==> src/rtl/cache_fill_arbiter_if.sv <==
// cache_fill_arbiter_if
//   Request, memory and cache-fill signals between the miss arbiter and its
//   neighbours (I/D caches, store buffer, main memory).
//   master : arbiter side (drives memory and fill signals, reads requests)
//   slave  : environment side (drives requests and memory returns)
interface cache_fill_arbiter_if;
  // requesters
  logic        i_miss;
  logic [15:0] i_miss_addr;
  logic        d_miss;
  logic [15:0] d_miss_addr;
  logic        d_wr_req;
  logic [15:0] d_wr_addr;
  logic [15:0] d_wr_data;
  // main memory
  logic [15:0] mem_addr;
  logic        mem_enable;
  logic        mem_wr;
  logic [15:0] mem_data_in;
  logic [15:0] mem_data_out;
  logic        mem_data_valid;
  // cache fill
  logic [15:0] fill_data;
  logic [2:0]  fill_word_sel;
  logic [11:0] fill_line_addr;
  logic        i_fill_we;
  logic        d_fill_we;
  logic        i_tag_we;
  logic        d_tag_we;
  logic        i_done;
  logic        d_done;
  logic        wr_ack;
  logic        busy;

  modport master (
    input  i_miss, i_miss_addr, d_miss, d_miss_addr, d_wr_req, d_wr_addr, d_wr_data,
    input  mem_data_out, mem_data_valid,
    output mem_addr, mem_enable, mem_wr, mem_data_in,
    output fill_data, fill_word_sel, fill_line_addr, i_fill_we, d_fill_we,
    output i_tag_we, d_tag_we, i_done, d_done, wr_ack, busy
  );

  modport slave (
    output i_miss, i_miss_addr, d_miss, d_miss_addr, d_wr_req, d_wr_addr, d_wr_data,
    output mem_data_out, mem_data_valid,
    input  mem_addr, mem_enable, mem_wr, mem_data_in,
    input  fill_data, fill_word_sel, fill_line_addr, i_fill_we, d_fill_we,
    input  i_tag_we, d_tag_we, i_done, d_done, wr_ack, busy
  );
endinterface

==> src/rtl/cache_fill_arbiter.sv <==
// cache_fill_arbiter
//   Single owner of the shared main memory. Arbitrates I-miss > D-store >
//   D-miss, issues 8 pipelined word reads per line fill, streams returned words
//   into the owning cache, then pulses that cache's tag write and done.
//   Ports: clk, rst_n (async, active low), bus (cache_fill_arbiter_if.master).
//   MEM_LAT: fixed memory read latency in cycles.
module cache_fill_arbiter #(
  parameter int MEM_LAT = 4
) (
  input logic                  clk,
  input logic                  rst_n,
  cache_fill_arbiter_if.master bus
);

  typedef enum logic [1:0] {S_IDLE, S_WRITE, S_FILL, S_DONE} state_e;

  // Earliest a return can legitimately arrive is MEM_LAT issues after the
  // matching read; capped at 8 since the issue count saturates there.
  localparam logic [4:0] LAT5 = (MEM_LAT > 8) ? 5'd8 : 5'(MEM_LAT);

  state_e      state_q;
  logic        owner_q;   // 0: I-cache, 1: D-cache
  logic [11:0] line_q;
  logic [3:0]  iss_q;
  logic [3:0]  rcv_q;

  logic       issuing, accept, in_write, in_done, in_line;
  logic [4:0] rcv_need, rcv_sum;

  assign in_write = (state_q == S_WRITE);
  assign in_done  = (state_q == S_DONE);
  assign in_line  = (state_q == S_FILL) || in_done;
  assign issuing  = (state_q == S_FILL) && !iss_q[3];

  // A return whose read cannot have been issued MEM_LAT cycles ago is stale
  // (e.g. left over from a fill aborted by reset) and is dropped.
  assign rcv_sum  = {1'b0, rcv_q} + LAT5;
  assign rcv_need = (rcv_sum > 5'd8) ? 5'd8 : rcv_sum;
  assign accept   = (state_q == S_FILL) && bus.mem_data_valid && !rcv_q[3] &&
                    ({1'b0, iss_q} >= rcv_need);

  always_ff @(posedge clk or negedge rst_n) begin
    if (!rst_n) begin
      state_q <= S_IDLE;
      owner_q <= 1'b0;
      line_q  <= '0;
      iss_q   <= '0;
      rcv_q   <= '0;
    end else begin
      case (state_q)
        S_IDLE: begin
          if (bus.i_miss) begin
            owner_q <= 1'b0;
            line_q  <= bus.i_miss_addr[15:4];
            iss_q   <= '0;
            rcv_q   <= '0;
            state_q <= S_FILL;
          end else if (bus.d_wr_req) begin
            state_q <= S_WRITE;
          end else if (bus.d_miss) begin
            owner_q <= 1'b1;
            line_q  <= bus.d_miss_addr[15:4];
            iss_q   <= '0;
            rcv_q   <= '0;
            state_q <= S_FILL;
          end
        end
        S_WRITE: state_q <= S_IDLE;
        S_FILL: begin
          if (issuing) iss_q <= iss_q + 4'd1;
          if (accept) begin
            rcv_q <= rcv_q + 4'd1;
            if (rcv_q == 4'd7) state_q <= S_DONE;
          end
        end
        S_DONE:  state_q <= S_IDLE;
        default: state_q <= S_IDLE;
      endcase
    end
  end

  // Memory port: store in WRITE, line reads (word 0..7) while issuing.
  assign bus.mem_enable  = issuing || in_write;
  assign bus.mem_wr      = in_write;
  assign bus.mem_addr    = in_write ? bus.d_wr_addr :
                           issuing  ? {line_q, iss_q[2:0], 1'b0} : 16'h0000;
  assign bus.mem_data_in = in_write ? bus.d_wr_data : 16'h0000;
  assign bus.wr_ack      = in_write;

  // Fill path
  assign bus.fill_data      = accept ? bus.mem_data_out : 16'h0000;
  assign bus.fill_word_sel  = accept ? rcv_q[2:0] : 3'd0;
  assign bus.fill_line_addr = in_line ? line_q : 12'h000;
  assign bus.i_fill_we      = accept && !owner_q;
  assign bus.d_fill_we      = accept &&  owner_q;
  assign bus.i_tag_we       = in_done && !owner_q;
  assign bus.d_tag_we       = in_done &&  owner_q;
  assign bus.i_done         = in_done && !owner_q;
  assign bus.d_done         = in_done &&  owner_q;
  assign bus.busy           = (state_q != S_IDLE);

  // word offset bits of miss addresses are not needed: fills always start at word 0
  logic unused_addr_lo;
  assign unused_addr_lo = ^{bus.i_miss_addr[3:0], bus.d_miss_addr[3:0]};

endmodule

==> src/flat_wrapper.sv <==
// flat-port wrapper written by rule: the top's interface ports become plain ports
module cache_fill_arbiter_flat 
#(
  parameter int MEM_LAT = 4
)
  (clk, rst_n, bus_i_miss, bus_i_miss_addr, bus_d_miss, bus_d_miss_addr, bus_d_wr_req, bus_d_wr_addr, bus_d_wr_data, bus_mem_data_out, bus_mem_data_valid, bus_mem_addr, bus_mem_enable, bus_mem_wr, bus_mem_data_in, bus_fill_data, bus_fill_word_sel, bus_fill_line_addr, bus_i_fill_we, bus_d_fill_we, bus_i_tag_we, bus_d_tag_we, bus_i_done, bus_d_done, bus_wr_ack, bus_busy);
  cache_fill_arbiter_if bus_i ();
  input logic clk;
  input logic rst_n;
  input wire logic [$bits(bus_i.i_miss)-1:0] bus_i_miss;
  input wire logic [$bits(bus_i.i_miss_addr)-1:0] bus_i_miss_addr;
  input wire logic [$bits(bus_i.d_miss)-1:0] bus_d_miss;
  input wire logic [$bits(bus_i.d_miss_addr)-1:0] bus_d_miss_addr;
  input wire logic [$bits(bus_i.d_wr_req)-1:0] bus_d_wr_req;
  input wire logic [$bits(bus_i.d_wr_addr)-1:0] bus_d_wr_addr;
  input wire logic [$bits(bus_i.d_wr_data)-1:0] bus_d_wr_data;
  input wire logic [$bits(bus_i.mem_data_out)-1:0] bus_mem_data_out;
  input wire logic [$bits(bus_i.mem_data_valid)-1:0] bus_mem_data_valid;
  output wire logic [$bits(bus_i.mem_addr)-1:0] bus_mem_addr;
  output wire logic [$bits(bus_i.mem_enable)-1:0] bus_mem_enable;
  output wire logic [$bits(bus_i.mem_wr)-1:0] bus_mem_wr;
  output wire logic [$bits(bus_i.mem_data_in)-1:0] bus_mem_data_in;
  output wire logic [$bits(bus_i.fill_data)-1:0] bus_fill_data;
  output wire logic [$bits(bus_i.fill_word_sel)-1:0] bus_fill_word_sel;
  output wire logic [$bits(bus_i.fill_line_addr)-1:0] bus_fill_line_addr;
  output wire logic [$bits(bus_i.i_fill_we)-1:0] bus_i_fill_we;
  output wire logic [$bits(bus_i.d_fill_we)-1:0] bus_d_fill_we;
  output wire logic [$bits(bus_i.i_tag_we)-1:0] bus_i_tag_we;
  output wire logic [$bits(bus_i.d_tag_we)-1:0] bus_d_tag_we;
  output wire logic [$bits(bus_i.i_done)-1:0] bus_i_done;
  output wire logic [$bits(bus_i.d_done)-1:0] bus_d_done;
  output wire logic [$bits(bus_i.wr_ack)-1:0] bus_wr_ack;
  output wire logic [$bits(bus_i.busy)-1:0] bus_busy;
  assign bus_i.i_miss = bus_i_miss;
  assign bus_i.i_miss_addr = bus_i_miss_addr;
  assign bus_i.d_miss = bus_d_miss;
  assign bus_i.d_miss_addr = bus_d_miss_addr;
  assign bus_i.d_wr_req = bus_d_wr_req;
  assign bus_i.d_wr_addr = bus_d_wr_addr;
  assign bus_i.d_wr_data = bus_d_wr_data;
  assign bus_i.mem_data_out = bus_mem_data_out;
  assign bus_i.mem_data_valid = bus_mem_data_valid;
  assign bus_mem_addr = bus_i.mem_addr;
  assign bus_mem_enable = bus_i.mem_enable;
  assign bus_mem_wr = bus_i.mem_wr;
  assign bus_mem_data_in = bus_i.mem_data_in;
  assign bus_fill_data = bus_i.fill_data;
  assign bus_fill_word_sel = bus_i.fill_word_sel;
  assign bus_fill_line_addr = bus_i.fill_line_addr;
  assign bus_i_fill_we = bus_i.i_fill_we;
  assign bus_d_fill_we = bus_i.d_fill_we;
  assign bus_i_tag_we = bus_i.i_tag_we;
  assign bus_d_tag_we = bus_i.d_tag_we;
  assign bus_i_done = bus_i.i_done;
  assign bus_d_done = bus_i.d_done;
  assign bus_wr_ack = bus_i.wr_ack;
  assign bus_busy = bus_i.busy;
  cache_fill_arbiter #(.MEM_LAT(MEM_LAT)) u_core (.clk(clk), .rst_n(rst_n), .bus(bus_i));
endmodule
==> config.mk <==
export PLATFORM = sky130hd
export DESIGN_NAME = cache_fill_arbiter_flat
export DESIGN_NICKNAME = d
export VERILOG_FILES = /design/src/rtl/cache_fill_arbiter_if.sv /design/src/rtl/cache_fill_arbiter.sv /design/src/flat_wrapper.sv
export SDC_FILE = /design/constraint.sdc
export NUM_CORES = 1
export LEC_CHECK = 0
export ABC_CLOCK_PERIOD_IN_PS = 2900
export CAP_MARGIN = 20
export CORE_UTILIZATION = 29
export CTS_CLUSTER_SIZE = 20
export DETAILED_ROUTE_END_ITERATION = 10
export GPL_TIMING_DRIVEN = 0
export PLACE_DENSITY = 0.8
export SLEW_MARGIN = 10
export SYNTH_ARGS = -nofsm -noshare
export SYNTH_HDL_FRONTEND = slang
export SYNTH_SLANG_ARGS = --single-unit
export TNS_END_PERCENT = 10
==> constraint.sdc <==
create_clock -name clk -period 2.9 [get_ports clk]
set_clock_uncertainty 0.05 [all_clocks]
set_input_delay 0.58 -clock clk [delete_from_list [all_inputs] [get_ports clk]]
set_output_delay 0.58 -clock clk [all_outputs]
set_load 0.02 [all_outputs]
* Word-level counts from Yosys, hierarchy flattened
Index checks and enable logic that the tools add are counted.
** Operators by class
- Reduce and logical (&&, ||, !) cells :: 22
- Equality and inequality tests :: 11
- Mux-type cells :: 26
- Add/subtract/negate cells :: 3
- Order comparisons :: 2
** Operator list (count)
- $mux 16 :: 4
- $mux 12 :: 4
- $mux 4 :: 5
- $pmux 4 s2 :: 2
- $mux 2 :: 5
- $add 4x1->4 const B :: 2
- $logic_and 1x1->1 :: 8
- $reduce_and 4->1 :: 2
- $ne 3x3->1 const B :: 2
- $pmux 2 s3 :: 1
- $reduce_and 3->1 :: 2
- $reduce_bool 2->1 :: 3
- $add 4x3->5 const B :: 1
- $ge 4x5->1 :: 1
- $gt 5x4->1 const B :: 1
- $mux 5 :: 1
- $eq 2x2->1 const B :: 2
- $eq 4x3->1 const B :: 1
- $ne 2x1->1 const B :: 2
- $ne 2x2->1 const B :: 2
- $ne 4x4->1 const B :: 1
- $logic_not 1->1 :: 3
- $mux 1 :: 3
- $mux 3 :: 1
- other kinds (4) :: 5
** Word-level totals
- Input bits :: 86
- Word-level logic and storage cells :: 69
- Bits in registers :: 23
- Output and inout port bits :: 73

* Longest topological paths before layout
- Depth after elaboration :: 7
- Depth in mapped cells :: 11

* Worst setup path after synthesis
No wires, ideal clock.
- Path kind :: flip-flop to output port
- From :: reg u_core.rcv_q[0]
- To :: out bus_fill_data[10]
- Arrival :: 2.169 ns
- Buffers on the path :: 1
- Data required time :: 2.270 ns
- Cell stages (with the launch flop) :: 12
- Setup slack :: 0.101 ns
- Cell sequence :: dfrtp_1 -> inv_1 -> ha_1 -> inv_1 -> a21oi_1 -> and2_1 -> ha_1 -> nand2b_4 -> a2111oi_4 -> nor4_4 -> buf_6 -> and2_4
** On the way
- Word-level cells in the longest chain between the ends :: 6
** Ends and longest elaborated chain
- from (decl) :: RTL line cache_fill_arbiter.sv:25 : logic [3:0] rcv_q;
- from (signal assigned) :: RTL line cache_fill_arbiter.sv:72 : rcv_q <= rcv_q + 4'd1;
- $add 4x3->5 (*) :: RTL line cache_fill_arbiter.sv:37 : assign rcv_sum = {1'b0, rcv_q} + LAT5;
- $gt 5x4->1 :: RTL line cache_fill_arbiter.sv:38 : assign rcv_need = (rcv_sum > 5'd8) ? 5'd8 : rcv_sum;
- $mux 5 (*) :: RTL line cache_fill_arbiter.sv:38
- $ge 4x5->1 (*) :: RTL line cache_fill_arbiter.sv:40 : ({1'b0, iss_q} >= rcv_need);
- $logic_and 1x1->1 (*) :: RTL line cache_fill_arbiter.sv:39 : assign accept = (state_q == S_FILL) && bus.mem_data_valid && !rcv_q[3] &&
- $mux 16 (*) :: RTL line cache_fill_arbiter.sv:91 : assign bus.fill_data = accept ? bus.mem_data_out : 16'h0000;
- to (decl) :: RTL line flat_wrapper.sv:23 : output wire logic [$bits(bus_i.fill_data)-1:0] bus_fill_data;
Mark *: on every way between the ends. The rest lies on a longest branch, timed or not.

* Final worst setup path
- From :: reg u_core.rcv_q[1]
- To :: out bus_fill_data[10]
Same word-level chain as after synthesis.

==> out/results.tsv <==
stage	metric	value	unit
status	status	complete, but fails checks	
status	violations	negative setup slack	
floorplanning	rows	28	
logic_synthesis	synth_compound_area_share	18.50	%
timing	worst_slack	-0.2422	ns
floorplanning	core_area	6026	um^2
grt	grt_pass1_wl	9570	um
placement	numPortBuffers	149	
timing	hold_viol	0	
drt	via_per_inst	4.763	
floorplanning	fp.dieH	81.64	um
layout	diodes	0	
layout	fin_nets	458	
power_and_ir_drop	p_seq_share	19.4	%
floorplanning	die_x	81.64	um
drt	routed-wl-met3	603	um
timing	final_max_slew_viol_count	0	
logic_synthesis	synth_area_leader_cell	dfrtp_1	
power_and_ir_drop	p_int	0.001796	W
layout	instances_no_fill	439	
timing	worstMarginPinSlew	0.5273	ns
setup_path	endpoint_kind	output port	
logic_synthesis	async_flop_share	100.0	%
logic_synthesis	synth_adder_area_share	4.762	%
drt	final_antenna_net_count	0	
drt	met1Wirelength	2514	um
drt	drt_pass1_iterations	4	
logic_synthesis	syn-instance-count	200	
timing	fmax	0.3182	GHz
drt	drt_iter0_markers	65	
clock_network	postCtsHoldBufs	0	
logic_synthesis	synth_top_area_share	31.29	%
clock_network	cts_buffers	3	
placement	hpwl	5021	um
clock_network	clk_pin_slew_worst_paths	0.08	ns
logic_synthesis	syn_avg_cell_area	9.196	um^2
power_and_ir_drop	ir_worst_vdd	0.4926	mV
clock_network	root_buffer	clkbuf_8	
logic_synthesis	synth-edff-count	0	
floorplanning	initial_core_util	30.52	%
logic_synthesis	syn_area	1839	um^2
placement	place_inst	424	
logic_synthesis	synthSimpleGateAreaFrac	30.88	%
grt	grt_usage	18.69	%
power_and_ir_drop	cellLeakagePower	1.722	nW
setup_path	critPathRequiredTime	2.27	ns
floorplanning	top_level_ports	159	
drt	highest_layer	met4	
setup_path	cp_max_fo	8	
timing	min_period	3.142	ns
power_and_ir_drop	switchingPower	0.001315	W
floorplanning	die-area	6665	um^2
power_and_ir_drop	power.density	849.9	nW/um^2
power_and_ir_drop	pwr-share-comb	74.2	%
grt	grt_overflow	0	
layout	area_delta_synth_final	99.05	%
clock_network	clk_latency	0.26	ns
grt	grt_max_degree	24	
placement	gp_congestion	0.6981	
logic_synthesis	synth_top_family_by_area	simple AND/OR/NAND/NOR gates	
logic_synthesis	synth_nets	293	
logic_synthesis	synth-seq-cells	23	
logic_synthesis	synth.area.mux_share	7.687	%
drt	wl_per_cell	15.01	um
placement	placed_area	3425	um^2
logic_synthesis	synth_xor_xnor_area_share	0.4762	%
clock_network	clock-sinks	23	
drt	vias	2091	
job	cap_violations	0	
power_and_ir_drop	clkPwrFrac	6.4	%
layout	final_layout_size_suffix_gt1_share	24.73	%
setup_path	path_class	reg2out	
logic_synthesis	synth_cell_types	40	
clock_network	h-tree-depth	1	
clock_network	cts.path.max_buffers	2	
timing	setup_viol	21	
power_and_ir_drop	netSwitchingFraction	42.27	%
setup_path	cp.arrival	2.51	ns
timing	rsz0062_at_grt	yes	
grt	antenna_found_initial	0	
logic_synthesis	synth_seq_area_share	31.29	%
min_path	min-delay-path-class	reg2reg	
logic_synthesis	ys_warn_count	0	
layout	stdcell_area	3661	um^2
timing	fin_crit_sh	108.4	%
logic_synthesis	yosys_most_used_dff	dfrtp_1	
drt	wirelength	6589	um
drt	wl_met2	3433	um
timing	slew_headroom	64.58	%
grt	grt_pass1_vias	2040	
setup_path	crit_path_start_kind	register	
logic_synthesis	yosys-top-cells-area	dfrtp_1, and2_1, and2_4, a22o_1, mux2i_1	
clock_network	cts_tree	yes	
drt	drcViolationCount	0	
[layout by cell type, fill, tap and decap left out, drive strengths merged, types with 2 or more instances in the layout]
cell type      instances
nor2b                  3
dfrtp                 23
ha                     7
clkdlybuf4s50        121
nor2                   4
mux2i                 13
o2bb2ai                2
and2                  50
or2                    4
dlymetal6s2s           7
a22o                  16
a21oi                  3
o21a                   2
inv                    6
clkbuf                11
buf                   41
nand2                 21
o21ai                 14
[final cells by class]
cell class,count,area (um^2)
fill,548,2365
timing repair buffer,160,1613
multi-input combinational,155,1200
sequential,23,579.3
buffer,16,107.6
tap,75,93.84
clock buffer,4,45.04
inverter,6,22.52
[final timing paths]
check                                     to             start  slack (ns)  depth (start not counted)
max in group asynchronous    u_core.rcv_q[1]             rst_n        1.71                          2
min reg2reg                 u_core.line_q[1]  u_core.line_q[1]        0.45                          2
min                         u_core.line_q[1]  u_core.line_q[1]        0.45                          2
min in group asynchronous  u_core.line_q[10]             rst_n        0.61                          1
max                        bus_fill_data[10]   u_core.rcv_q[1]       -0.24                         11
max reg2reg                  u_core.rcv_q[0]   u_core.rcv_q[1]        0.36                         13
[sequential cells by signal (all words and copies together) (netlist names)]
register / count
u_core.owner_q: 1
u_core.line_q: 12
u_core.state_q: 2
u_core.rcv_q: 4
u_core.iss_q: 4
[worst max-delay path, cell delays in order (launching register included)]
cell       delay [ns]
dfrtp_2          0.42
inv_2            0.07
ha_4             0.13
inv_2            0.03
a21oi_2          0.12
nand2_1          0.12
ha_4             0.30
a2111oi_4        0.08
nor4_4           0.48
buf_2            0.25
and2_4           0.14
buf_6            0.11
[per-stage QoR]
stage               power [W]  utilization (%)  setup WS [ns]  TNS (ns)  hold slack [ns]
finish               0.003111            60.76        -0.2422    -4.399           0.4510
global route         0.003324            60.76        -0.3713    -6.636           0.4838
CTS                  0.003046            59.41        -0.3035    -5.441           0.4562
detailed placement   0.002665            56.83        -0.6141    -12.34           0.4381
global placement     0.002617            56.83        -0.5578    -11.15           0.4309
floorplan            0.001825                -         0.1013         0           0.2344
[power groups by stage]
stage	Combinational, W	Sequential, W	Clock (W)
floorplan	0.00125	0.000570	0
global placement	0.00201	0.000606	0
detailed placement	0.00205	0.000614	0
CTS	0.00224	0.000599	0.000203
global route	0.00248	0.000625	0.000219
finish	0.00231	0.000604	0.000200
[cells by family after synthesis]
group / after synthesis
simple gates: 89
flops: 23
mux: 14
buf+inv: 22
fa+ha+maj: 7
compound gates: 44
xor+xnor: 1
[metal layers]
metal	track usage (%)	up-vias
li1	-	1014
met1	21.90	972
met2	35.17	101
met3	4.333	4
met4	2.281	0
met5	0	-
[synthesized netlist by cell type (2+ instances only)]
| cell type | number |
|---|---|
| mux2i_1 | 13 |
| or2_2 | 2 |
| a21oi_1 | 3 |
| buf_2 | 4 |
| or2_1 | 2 |
| nor2b_1 | 3 |
| a22o_1 | 16 |
| o21ai_0 | 13 |
| buf_4 | 4 |
| ha_1 | 7 |
| nor2_1 | 3 |
| nand2_1 | 20 |
| and2_4 | 18 |
| o2bb2ai_1 | 2 |
| buf_6 | 2 |
| dfrtp_1 | 23 |
| inv_1 | 6 |
| and2_1 | 32 |
| clkbuf_1 | 6 |
[repair_timing]
action                     4_1_cts  5_1_grt
cloned                           2        0
buffers inserted                 7        1
pin swaps                       24        2
resized for setup              128       28
setup endpoints to repair       51       52
No activity file was read; power rests on OpenSTA's default activity.
